### src/rtl/cpu_pause_pkg.sv
// Shared definitions for the CPU pause controller: state encoding,
// drain-counter width and default parameter values.
package cpu_pause_pkg;

    typedef enum logic [1:0] {
        ST_RUN    = 2'd0,
        ST_DRAIN  = 2'd1,
        ST_HALTED = 2'd2,
        ST_RESUME = 2'd3
    } pause_state_e;

    localparam int DRAIN_CNT_W       = 8;
    localparam int DEF_DRAIN_TIMEOUT = 64;
    localparam int DEF_SYNC_RESUME   = 1;
    localparam int DEF_FW            = 16;

endpackage

### src/rtl/pause_edge_det.sv
// Rising-edge detector: one registered history bit, rise is combinational.
module pause_edge_det (
    input  logic clk_sys,
    input  logic reset,
    input  logic in,
    output logic rise
);

    logic r_prev;

    always_ff @(posedge clk_sys or posedge reset) begin
        if (reset) r_prev <= 1'b0;
        else       r_prev <= in;
    end

    assign rise = in & ~r_prev;

endmodule

### src/rtl/cpu_pause_ctrl.sv
// CPU pause controller: drains the CPU to a bus-idle boundary before gating its
// clock enable, optionally resumes on vblank, and counts frames spent paused.
module cpu_pause_ctrl
    import cpu_pause_pkg::*;
#(
    parameter int DRAIN_TIMEOUT = DEF_DRAIN_TIMEOUT,
    parameter int SYNC_RESUME   = DEF_SYNC_RESUME,
    parameter int FW            = DEF_FW
) (
    input  logic          clk_sys,
    input  logic          reset,
    input  logic          pause_cpu,
    input  logic          cpu_ce_in,
    input  logic          cpu_bus_idle,
    input  logic          vblank,
    output logic          cpu_ce_out,
    output logic          pause_ack,
    output logic [FW-1:0] pause_frames
);

    localparam logic [DRAIN_CNT_W-1:0] TIMEOUT_L = DRAIN_CNT_W'(DRAIN_TIMEOUT);

    pause_state_e           r_state, w_state_nxt;
    logic [DRAIN_CNT_W-1:0] r_drain_cnt, w_drain_cnt_nxt, w_cnt_inc;
    logic                   r_timeout, w_timeout_set;
    logic                   r_ack;
    logic [FW-1:0]          r_frames;
    logic                   w_vb_rise, w_enter_halt, w_in_pause;

    pause_edge_det u_vb_edge (
        .clk_sys (clk_sys),
        .reset   (reset),
        .in      (vblank),
        .rise    (w_vb_rise)
    );

    always_comb begin
        w_state_nxt     = r_state;
        w_drain_cnt_nxt = '0;
        w_timeout_set   = 1'b0;
        cpu_ce_out      = 1'b0;
        w_cnt_inc       = r_drain_cnt + DRAIN_CNT_W'(cpu_ce_in);
        case (r_state)
            ST_RUN: begin
                cpu_ce_out = cpu_ce_in;
                if (pause_cpu) w_state_nxt = ST_DRAIN;
            end
            ST_DRAIN: begin
                cpu_ce_out      = cpu_ce_in;
                w_drain_cnt_nxt = w_cnt_inc;
                // A withdrawn request wins over both halt conditions.
                if (!pause_cpu) begin
                    w_state_nxt     = ST_RUN;
                    w_drain_cnt_nxt = '0;
                end else if (cpu_ce_in && cpu_bus_idle) begin
                    w_state_nxt     = ST_HALTED;
                    w_drain_cnt_nxt = '0;
                end else if (w_cnt_inc == TIMEOUT_L) begin
                    w_state_nxt     = ST_HALTED;
                    w_drain_cnt_nxt = '0;
                    w_timeout_set   = 1'b1;
                end
            end
            ST_HALTED: begin
                if (!pause_cpu) w_state_nxt = (SYNC_RESUME != 0) ? ST_RESUME : ST_RUN;
            end
            ST_RESUME: begin
                if (pause_cpu)      w_state_nxt = ST_HALTED;
                else if (w_vb_rise) w_state_nxt = ST_RUN;
            end
            default: w_state_nxt = ST_RUN;
        endcase
    end

    assign w_enter_halt = (w_state_nxt == ST_HALTED) && (r_state != ST_HALTED);
    assign w_in_pause   = (r_state == ST_HALTED) || (r_state == ST_RESUME);

    always_ff @(posedge clk_sys or posedge reset) begin
        if (reset) begin
            r_state     <= ST_RUN;
            r_drain_cnt <= '0;
            r_timeout   <= 1'b0;
            r_ack       <= 1'b0;
            r_frames    <= '0;
        end else begin
            r_state     <= w_state_nxt;
            r_drain_cnt <= w_drain_cnt_nxt;
            r_timeout   <= r_timeout | w_timeout_set;
            r_ack       <= (w_state_nxt == ST_HALTED);
            if (w_enter_halt)
                r_frames <= '0;
            else if (w_in_pause && w_vb_rise && (r_frames != {FW{1'b1}}))
                r_frames <= r_frames + FW'(1);
        end
    end

    assign pause_ack    = r_ack;
    assign pause_frames = r_frames;

endmodule

### config.mk
export PLATFORM = sky130hd
export DESIGN_NAME = cpu_pause_ctrl
export DESIGN_NICKNAME = d
export VERILOG_FILES = /design/src/rtl/cpu_pause_pkg.sv /design/src/rtl/pause_edge_det.sv /design/src/rtl/cpu_pause_ctrl.sv
export SDC_FILE = /design/constraint.sdc
export NUM_CORES = 1
export LEC_CHECK = 0
export CAP_MARGIN = 20
export CORE_MARGIN = 3
export CORE_UTILIZATION = 59
export CTS_BUF_LIST = sky130_fd_sc_hd__clkbuf_2
export DETAILED_ROUTE_END_ITERATION = 6
export GPL_TIMING_DRIVEN = 1
export PLACE_DENSITY = 0.91
export SYNTH_ARGS = -nofsm -noshare
export SYNTH_HDL_FRONTEND = slang
export SYNTH_HIERARCHICAL = 1
export SYNTH_SLANG_ARGS = --single-unit
### constraint.sdc
create_clock -name clk_sys -period 4.1 [get_ports clk_sys]
set_clock_uncertainty 0.1 [all_clocks]
set_input_delay 0.82 -clock clk_sys [delete_from_list [all_inputs] [get_ports clk_sys]]
set_output_delay 0.82 -clock clk_sys [all_outputs]
set_load 0.01 [all_outputs]
==> flow_summary.json <==
{
  "cts_num_sinks": 28,
  "antenna_cells": 0,
  "cts_tree": "done",
  "netlist_area_mm2": 0.00152,
  "synth_area_per_cell_um2": 9.25,
  "maxSlewViolCount": 0,
  "die_y_um": 56.7,
  "cts-buffers-inserted": 3,
  "insertion_delay_ns": 0.39,
  "portBuffers": 23,
  "dp_cells": 210,
  "holdCritPathClass": "input pin to asynchronous set/reset pin",
  "antenna_found_initial": 0,
  "root_buffer": "clkbuf_2",
  "core_area_mm2": 0.00232,
  "fin_crit_ns": 3.18,
  "clock_path_buffers": 2,
  "die_w_um": 56.7,
  "worstMarginPinSlew_ns": 0.980,
  "reg2reg_from": "r_drain_cnt[0]",
  "syn_nets": 173,
  "synth_edf_count": 0,
  "worstReg2RegEnd": "pause_frames[2]",
  "wl_per_cell_um": 16.5,
  "fmax_mhz": 315,
  "drv_cap": 0,
  "required_ns": 4.29,
  "rsz0062_at_grt": "false",
  "drc": 0,
  "dp_slack_ns": 0.611,
  "postRouteAntennaNets": 0,
  "cp.arrival_ns": 3.37,
  "cts_setup_buffers": 0,
  "path_clk_slew_ns": 0.29,
  "overflow": 0,
  "grt_pass1_wl_um": 5660,
  "yosysWarnings": 6,
  "synthFlopType": "dfrtp_1",
  "htreeDepth": 1,
  "track_usage": 0.219,
  "cp-endpoint": "pause_frames[2]",
  "start_util": 0.655,
  "grt_pass1_vias": 1330,
  "avgViaCountPerCell": 6.11,
  "total_power_w": 0.000594,
  "peakVddDrop_mv": 0.295,
  "routed_wl_um": 3540,
  "hold_viol": 0,
  "syn-instance-count": 164,
  "relSlewSlack": 0.342,
  "hold_buffers": 0,
  "end_kind": "register",
  "fin_nets": 197,
  "synth-async-reset-ratio": 1.00,
  "r2r_cells": 7,
  "ctsResizeCount": 0,
  "power_density_mw_per_mm2": 325,
  "ys_seq_elements": 28,
  "drt-initial-drc-count": 67,
  "setup_tns_ns": 0,
  "yosysSeqAreaShare": 0.462,
  "vias": 1313,
  "routabilityCongestion": 0.868,
  "critPathLaunchType": "input pin",
  "hpwl_um": 2410,
  "startpoint": "cpu_ce_in",
  "yosysUniqueCellTypes": 34,
  "drive_gt1_frac": 0.0535,
  "rows": 17,
  "ioPinCount": 24,
  "layout.cells.non_filler": 215,
  "die_area_mm2": 0.00322,
  "ff2ff_setup_slack_ns": 1.45,
  "worstPathMaxFanout": 16,
  "timing.final.ws_setup_ns": 0.922,
  "finalSetupViolCount": 0,
  "area_delta_synth_final_pct": 20.5,
  "grt_max_degree": 28,
  "critPathKind": "input pin to register",
  "outcome": "complete, no violations",
  "period_share": 0.775,
  "drtPass1Iterations": 4,
  "leakagePower_nw": 0.732
}
## where the power goes
| part | total, W | switching (W) | leakage [nW] | internal, W |
|---|---|---|---|---|
| Clock | 0.000171 | 0.0000871 | 0.0266 | 0.0000838 |
| Sequential | 0.000316 | 0.0000221 | 0.378 | 0.000294 |
| Combinational | 0.000107 | 0.0000536 | 0.327 | 0.0000538 |
| Total | 0.000594 | 0.000163 | 0.732 | 0.000431 |
## metal layers
metal / global-route usage / routed length [µm] / up-vias / part of all wire
met4: 0.0780 / 123 / 0 / 0.035
met1: 0.266 / 1360 / 623 / 0.38
met3: 0.0230 / 251 / 15 / 0.071
met5: 0 / 0 / - / 0
li1: - / - / 603 / -
met2: 0.394 / 1810 / 72 / 0.51
## worst min path at each step
stage	endpoint	slack (ns)	cells past startpoint
after floorplan	u_vb_edge/r_prev	0.45	1
after global placement	pause_frames[1]	0.45	2
after detailed placement	pause_frames[8]	0.47	2
after CTS	u_vb_edge/r_prev	0.46	2
after global routing	u_vb_edge/r_prev	0.46	2
final	u_vb_edge/r_prev	0.46	2
## cell type report
class,instances,area [µm²]
Sequential cell,28,701
Clock buffer,3,15.0
Clock inverter,1,30.0
Multi-Input combinational cell,123,761
Fill cell,147,489
Inverter,8,30.0
Tap cell,28,35.0
Timing Repair Buffer,24,258
## through the flow
stage / instance area (µm²) / hold slack, ns / utilization
final: 1830 / 0.458 / 0.789
after global routing: 1830 / 0.464 / 0.789
after CTS: 1800 / 0.460 / 0.777
after detailed placement: 1760 / 0.474 / 0.758
after global placement: 1760 / 0.453 / 0.758
after floorplan: 1520 / 0.448 / -
## cell usage after synthesis (all sizes together) (2+ instances only)
master	number	area, µm²
a21oi	6	30.0
a31oi	2	12.5
clkbuf	4	15.0
dfrtp	28	701
ha	3	37.5
inv	8	30.0
mux2i	2	20.0
nand2	13	48.8
nand3	9	45.0
nand4	2	12.5
nor2	29	109
nor2b	2	20.0
nor3	6	30.0
nor3b	2	15.0
nor4	7	43.8
o21ai	3	15.0
or2	2	12.5
xnor2	19	166
xor2	3	26.3
## critical path, stage by stage
cell             delay [ns]
clkdlybuf4s50_1        0.54
ha_1                   0.23
nand2_1                0.10
or4_1                  0.51
a211o_1                0.37
o31ai_4                0.65
nor3_1                 0.14
## flip-flops by register name, summed over array words and instances (netlist names)
signal            count
u_vb_edge/r_prev      1
r_state               2
pause_frames         16
pause_ack             1
r_drain_cnt           8
## layout by cell type, fill, tap and decap left out, drive strengths merged, types with 2 or more instances in the layout
cell,Yosys,final
inv,8,8
nor3,6,6
or2,2,2
mux2i,2,2
clkbuf,4,3
a21oi,6,6
dfrtp,28,28
nand3,9,9
clkdlybuf4s50,0,23
nor4,7,7
nand2,13,13
xor2,3,3
nand4,2,2
xnor2,19,19
ha,3,3
o21ai,3,3
nor3b,2,2
nor2b,2,2
a31oi,2,2
nor2,29,29
## cell families after synthesis
family	share of synthesized area
muxes	0.0132
AOI/OAI and AO/OA	0.0791
buffers and inverters	0.0371
xor gates and xnor gates	0.127
adders and majority gates	0.0247
and+or+nand+nor	0.257
DFF	0.462
Note: power is estimated with default switching activity, not from simulation.
